### config.mk
export PLATFORM = sky130hd
export DESIGN_NAME = chip_test_sequencer
export DESIGN_NICKNAME = d
export VERILOG_FILES = /design/src/rtl/chip_chk_pkg.sv /design/src/rtl/btn_sync_edge.sv /design/src/rtl/chip_test_sequencer.sv
export SDC_FILE = /design/constraint.sdc
export NUM_CORES = 1
export LEC_CHECK = 0
export BUFFER_PORTS_ARGS = -buffer_cell sky130_fd_sc_hd__buf_4
export CORE_ASPECT_RATIO = 0.7
export CORE_UTILIZATION = 25
export DETAILED_ROUTE_END_ITERATION = 12
export GPL_TIMING_DRIVEN = 0
export SKIP_LAST_GASP = 1
export SLEW_MARGIN = 20
export SYNTH_ARGS = -nofsm -noshare
export SYNTH_HDL_FRONTEND = slang
export SYNTH_HIERARCHICAL = 1
export SYNTH_SLANG_ARGS = --single-unit
### constraint.sdc
create_clock -name Clk -period 2.6 [get_ports Clk]
set_input_delay 0.13 -clock Clk [delete_from_list [all_inputs] [get_ports Clk]]
set_output_delay 0.13 -clock Clk [all_outputs]
set_load 0.005 [all_outputs]
### src/rtl/chip_chk_pkg.sv
// Shared types and default sizing for the chip-checker front-end sequencer.
package chip_chk_pkg;

    typedef enum logic [2:0] {
        IDLE   = 3'd0,
        LAUNCH = 3'd1,
        WAIT   = 3'd2,
        SAMPLE = 3'd3,
        SHOW   = 3'd4
    } seq_state_t;

    localparam int unsigned DEF_NUM_CHIPS      = 8;
    localparam int unsigned DEF_SEL_W          = 3;
    localparam int unsigned DEF_TIMEOUT_CYCLES = 1048576;
    localparam int unsigned DEF_CNT_W          = 20;

endpackage

### src/rtl/btn_sync_edge.sv
// Two-flop synchroniser for an asynchronous button level, followed by a
// one-cycle rising-edge pulse. Holding the button produces a single pulse.
module btn_sync_edge (
    input  logic clk_i,
    input  logic rst_n_i,
    input  logic btn_i,
    output logic pulse_o
);

    logic meta_q;
    logic sync_q;
    logic prev_q;

    always_ff @(posedge clk_i or negedge rst_n_i) begin
        if (!rst_n_i) begin
            meta_q <= 1'b0;
            sync_q <= 1'b0;
            prev_q <= 1'b0;
        end else begin
            meta_q <= btn_i;
            sync_q <= meta_q;
            prev_q <= sync_q;
        end
    end

    assign pulse_o = sync_q & ~prev_q;

endmodule

### src/rtl/chip_test_sequencer.sv
// Launches the selected chip tester, waits for Done or timeout, samples the
// result and holds Pass/Fail/Timeout/Err until the next Start.
//
//   state  | meaning
//   IDLE   | after reset, waiting for Start
//   LAUNCH | one cycle, Run asserted, timeout counter cleared
//   WAIT   | Run held, waiting for selected Done or timeout
//   SAMPLE | one cycle, DISP_RSLT asserted, result captured
//   SHOW   | result flags held, waiting for Start
module chip_test_sequencer
    import chip_chk_pkg::*;
#(
    parameter int unsigned NUM_CHIPS      = DEF_NUM_CHIPS,
    parameter int unsigned SEL_W          = DEF_SEL_W,
    parameter int unsigned TIMEOUT_CYCLES = DEF_TIMEOUT_CYCLES,
    parameter int unsigned CNT_W          = DEF_CNT_W
) (
    input  logic                 Clk,
    input  logic                 Reset,
    input  logic                 Start,
    input  logic [SEL_W-1:0]     Sel,
    input  logic [NUM_CHIPS-1:0] Done_vec,
    input  logic [NUM_CHIPS-1:0] RSLT_vec,
    output logic [NUM_CHIPS-1:0] Run_vec,
    output logic [NUM_CHIPS-1:0] Disp_vec,
    output logic                 Busy,
    output logic                 Pass,
    output logic                 Fail,
    output logic                 Timeout,
    output logic                 Err,
    output logic [SEL_W-1:0]     Sel_q
);

    localparam logic [NUM_CHIPS-1:0] ONE_LSB  = NUM_CHIPS'(1);
    localparam logic [CNT_W-1:0]     CNT_LAST = CNT_W'(TIMEOUT_CYCLES - 1);

    seq_state_t           state_q, state_d;
    logic [CNT_W-1:0]     cnt_q, cnt_d;
    logic [SEL_W-1:0]     sel_lat_q, sel_lat_d;
    logic                 pass_q, pass_d;
    logic                 fail_q, fail_d;
    logic                 timeout_q, timeout_d;
    logic                 err_q, err_d;
    logic [NUM_CHIPS-1:0] run_q, run_d;
    logic [NUM_CHIPS-1:0] disp_q, disp_d;

    logic                 start_pulse;
    logic                 sel_err;
    logic [NUM_CHIPS-1:0] sel_oh_q;
    logic [NUM_CHIPS-1:0] sel_oh_d;
    logic                 done_sel;
    logic                 rslt_sel;

    btn_sync_edge u_start_sync (
        .clk_i   (Clk),
        .rst_n_i (Reset),
        .btn_i   (Start),
        .pulse_o (start_pulse)
    );

    assign sel_err  = (32'(Sel) >= NUM_CHIPS);
    assign sel_oh_q = ONE_LSB << sel_lat_q;
    assign done_sel = |(Done_vec & sel_oh_q);
    assign rslt_sel = |(RSLT_vec & sel_oh_q);

    always_comb begin
        state_d   = state_q;
        cnt_d     = cnt_q;
        sel_lat_d = sel_lat_q;
        pass_d    = pass_q;
        fail_d    = fail_q;
        timeout_d = timeout_q;
        err_d     = err_q;

        case (state_q)
            IDLE, SHOW: begin
                if (start_pulse) begin
                    sel_lat_d = Sel;
                    pass_d    = 1'b0;
                    fail_d    = 1'b0;
                    timeout_d = 1'b0;
                    err_d     = 1'b0;
                    if (sel_err) begin
                        state_d = SHOW;
                        err_d   = 1'b1;
                        fail_d  = 1'b1;
                    end else begin
                        state_d = LAUNCH;
                    end
                end
            end
            LAUNCH: begin
                cnt_d   = '0;
                state_d = WAIT;
            end
            WAIT: begin
                // Done is tested first so it wins over a coincident terminal count.
                if (done_sel) begin
                    state_d = SAMPLE;
                end else if (cnt_q == CNT_LAST) begin
                    state_d   = SHOW;
                    timeout_d = 1'b1;
                    fail_d    = 1'b1;
                end else begin
                    cnt_d = cnt_q + 1'b1;
                end
            end
            SAMPLE: begin
                pass_d  = rslt_sel;
                fail_d  = ~rslt_sel;
                state_d = SHOW;
            end
            default: state_d = IDLE;
        endcase

        // Run/Disp are registered from the next state so they line up with it.
        sel_oh_d = ONE_LSB << sel_lat_d;
        run_d    = (state_d == LAUNCH || state_d == WAIT) ? sel_oh_d : '0;
        disp_d   = (state_d == SAMPLE) ? sel_oh_d : '0;
    end

    always_ff @(posedge Clk or negedge Reset) begin
        if (!Reset) begin
            state_q   <= IDLE;
            cnt_q     <= '0;
            sel_lat_q <= '0;
            pass_q    <= 1'b0;
            fail_q    <= 1'b0;
            timeout_q <= 1'b0;
            err_q     <= 1'b0;
            run_q     <= '0;
            disp_q    <= '0;
        end else begin
            state_q   <= state_d;
            cnt_q     <= cnt_d;
            sel_lat_q <= sel_lat_d;
            pass_q    <= pass_d;
            fail_q    <= fail_d;
            timeout_q <= timeout_d;
            err_q     <= err_d;
            run_q     <= run_d;
            disp_q    <= disp_d;
        end
    end

    assign Run_vec  = run_q;
    assign Disp_vec = disp_q;
    assign Busy     = (state_q == LAUNCH) || (state_q == WAIT) || (state_q == SAMPLE);
    assign Pass     = pass_q;
    assign Fail     = fail_q;
    assign Timeout  = timeout_q;
    assign Err      = err_q;
    assign Sel_q    = sel_lat_q;

endmodule

==> results.cfg <==
[routing]
wl_per_cell_um = 13.99
drtIter0Drc = 144
via_per_inst = 4.929
dr.pass1.iters = 4
num_vias = 2090
routed_wl_um = 5933
drc = 0
ant_nets = 0

[synthesis]
netlist_instances = 245
yosysSeqAreaShare_pct = 51.04
ys.flop_type = dfrtp_1
ys_ff_latch = 48
yosys.area_share.xor_xnor_pct = 0
synthSimpleGateAreaFrac_pct = 23.92
yosysWarnings = 6
syn_area_per_cell_um2 = 9.606
synth-edff-count = 0
synth_top_family_by_area = simple AND/OR/NAND/NOR gates
async_flop_share_pct = 100.0
synthMuxAreaShare_pct = 4.147
netlist_area_um2 = 2354
synth_compound_area_share_pct = 16.80
syn-num-nets = 268
synth_fa_ha_area_share_pct = 0.5316
synth_cell_types = 39

[hold_path]
hold_end = Sel_q[1]
min_path_type = in2reg
hp-start = Sel[1]
min_path_cells = 3

[worst_setup_path]
startpoint_type = register
crit_type = reg2reg
critPathArrivalTime_ns = 2.60
required_ns = 2.80
worst_setup_path_end_kind = register
rr_endpoint = cnt_q[11]
rrSetupSlack_ns = 0.20
r2r-start = cnt_q[0]
rr_worst_depth = 8
crit_path_max_fanout = 10

[timing]
period_share_pct = 92.29
setup_viol = 0
max_slew_margin_pct = 37.38
fmax_mhz = 416.8
slew_viol_final = 0
finalWorstSetupSlack_ns = 0.2005
hold_violations = 0
fin_hold_ws_ns = 0.08039
skew_ns = 0.002647
period_needed_ns = 2.399
worst_slew_pin_slew_ns = 0.9321

[placed_design]
dp_hpwl_um = 4322
gp_congestion = 0.7428
postPlaceCellArea_um2 = 2839
pre_cts_ws_ns = 0.02175
io_buffers = 44

[cts]
cts_buffers = 5
cts-root-buf = clkbuf_16
clkLatencyLatePin_ns = 0.29
h-tree-depth = 2
cts.sinks = 48
clk_pin_slew_ns = 0.06
cts_tree = built
cts_buffer_depth = 2

[power_and_ir_drop]
ir_drop_v = 0.0004678
power_density_nw_per_um2 = 969.0
p_leak_nw = 1.292

[floorplanning]
row_count = 29
die-area_um2 = 9813
start_util_pct = 25.84
die_w_um = 118.0
chipHeight_um = 83.18
core_area_um2 = 9107
design.portCount = 46

[cells_and_area]
layout_common_cells = dfrtp_1, buf_4, nand2_1, nor2_1, o21ai_0
nNetsFinal = 322
n_antenna_cell = 0
drive_above_1_share_pct = 21.67
final_common_cell = dfrtp_1
fillCellCount = 929
area_delta_synth_final_pct = 29.56
design_area_um2 = 3049

[outcome]
outcome = complete, no violations

[global_route]
antenna_found_initial = 0
grt-ovfl-total = 0
grt_max_degree = 49
grt_pass1_wl_um = 9777
grt_pass1_vias = 1952
grt_usage_pct = 12.56

[flow_run]
drv_cap = 0
[logic make-up (layout without fill, tap and decap cells)]
family | after synthesis | after routing
adders and majority gates | 1 | 1
muxes | 6 | 6
other | 1 | 1
AOI/OAI and AO/OA | 62 | 62
buffers and inverters | 19 | 74
and+or+nand+nor | 108 | 108
DFF | 48 | 48
[timing repair]
item | in CTS | in global routing
cloned | 0 | 0
gates resized for setup | 0 | 1
pin swaps | 1 | 1
hold buffers | 2 | 0
buffers inserted | 0 | 1
hold endpoints to repair | 49 | 0
endpoints found under the setup margin | 2 | 16
[cells in the mapped netlist (2+ instances only)]
cell type,number,area share (%)
o211ai_1,10,3.2
nor3_1,5,1.1
and2_1,2,0.53
a31oi_1,4,1.1
o311ai_0,3,1.1
nor2b_1,2,0.53
mux4_2,2,1.9
clkbuf_1,6,0.96
or2_2,2,0.53
o21ai_0,17,3.6
nor4_1,4,1.1
nor2_1,21,3.3
o31ai_1,9,2.9
nand3_1,8,1.7
and3_1,2,0.53
or3_1,11,2.9
or4_1,9,2.9
nand3b_1,2,0.64
nor3b_1,2,0.64
dfrtp_1,48,51
nand4_1,6,1.6
buf_2,4,0.85
nand2_1,28,4.5
a21oi_1,14,3.0
mux2i_1,3,1.3
inv_1,7,1.1
nand2b_1,2,0.53
[per-stage QoR]
stage	cells	util (%)	TNS [ns]	power [W]
CTS	423	33.34	0	0.002964
global placement	413	31.17	0	0.002159
detailed placement	413	31.17	0	0.002183
finish	424	33.48	0	0.002955
floorplan	245	-	0	0.001734
global route	424	33.48	-0.0005722	0.003156
[worst max path at each step]
stage,start,end,slack [ns],cells past startpoint
6_report,cnt_q[0],cnt_q[11],0.20,8
3_3_place_gp,cnt_q[0],cnt_q[11],0.05,8
2_1_floorplan,Sel_q[0],cnt_q[17],0.46,7
5_1_grt,cnt_q[0],cnt_q[15],-0.0006,8
4_1_cts,cnt_q[0],cnt_q[11],0.004,8
3_5_place_dp,cnt_q[0],cnt_q[5],0.02,8
[layout make-up]
cell class / count / area (um^2) / area share (%)
clock inverter: 2 / 38.79 / 1.272
clock buffer: 6 / 138.9 / 4.555
buffer: 12 / 53.80 / 1.764
tap: 124 / 155.1 / 5.088
sequential: 48 / 1201 / 39.39
inverter: 7 / 26.28 / 0.8617
timing repair buffer: 47 / 357.8 / 11.74
multi-input combinational: 178 / 1077 / 35.33
[flip-flops by register name, summed over array words and instances (netlist names), 3 cells and up]
name	cells
cnt_q	20
Run_vec	8
state_q	3
Disp_vec	8
Sel_q	3
[power breakdown]
part	switching [W]	internal (W)
Clock	0.000281	0.000482
Sequential	0.000106	0.000892
Combinational	0.000723	0.000471
[worst max-delay path, cell delays in order, from the launching register on]
cell,delay (ns)
dfrtp_1,0.45
ha_1,0.22
nand3_2,0.19
or3_1,0.46
o211ai_1,0.24
buf_2,0.26
buf_2,0.25
o211ai_1,0.12
o21ai_0,0.12
[metal layers]
layer / track usage (%) / up-vias / share of wire (%)
met5: 0 / - / 0
met4: 2.797 / 0 / 0.32
met3: 3.022 / 4 / 5.0
met2: 18.18 / 58 / 42
met1: 18.73 / 1009 / 52
li1: - / 1019 / -
(Power assumes the default switching activity.)
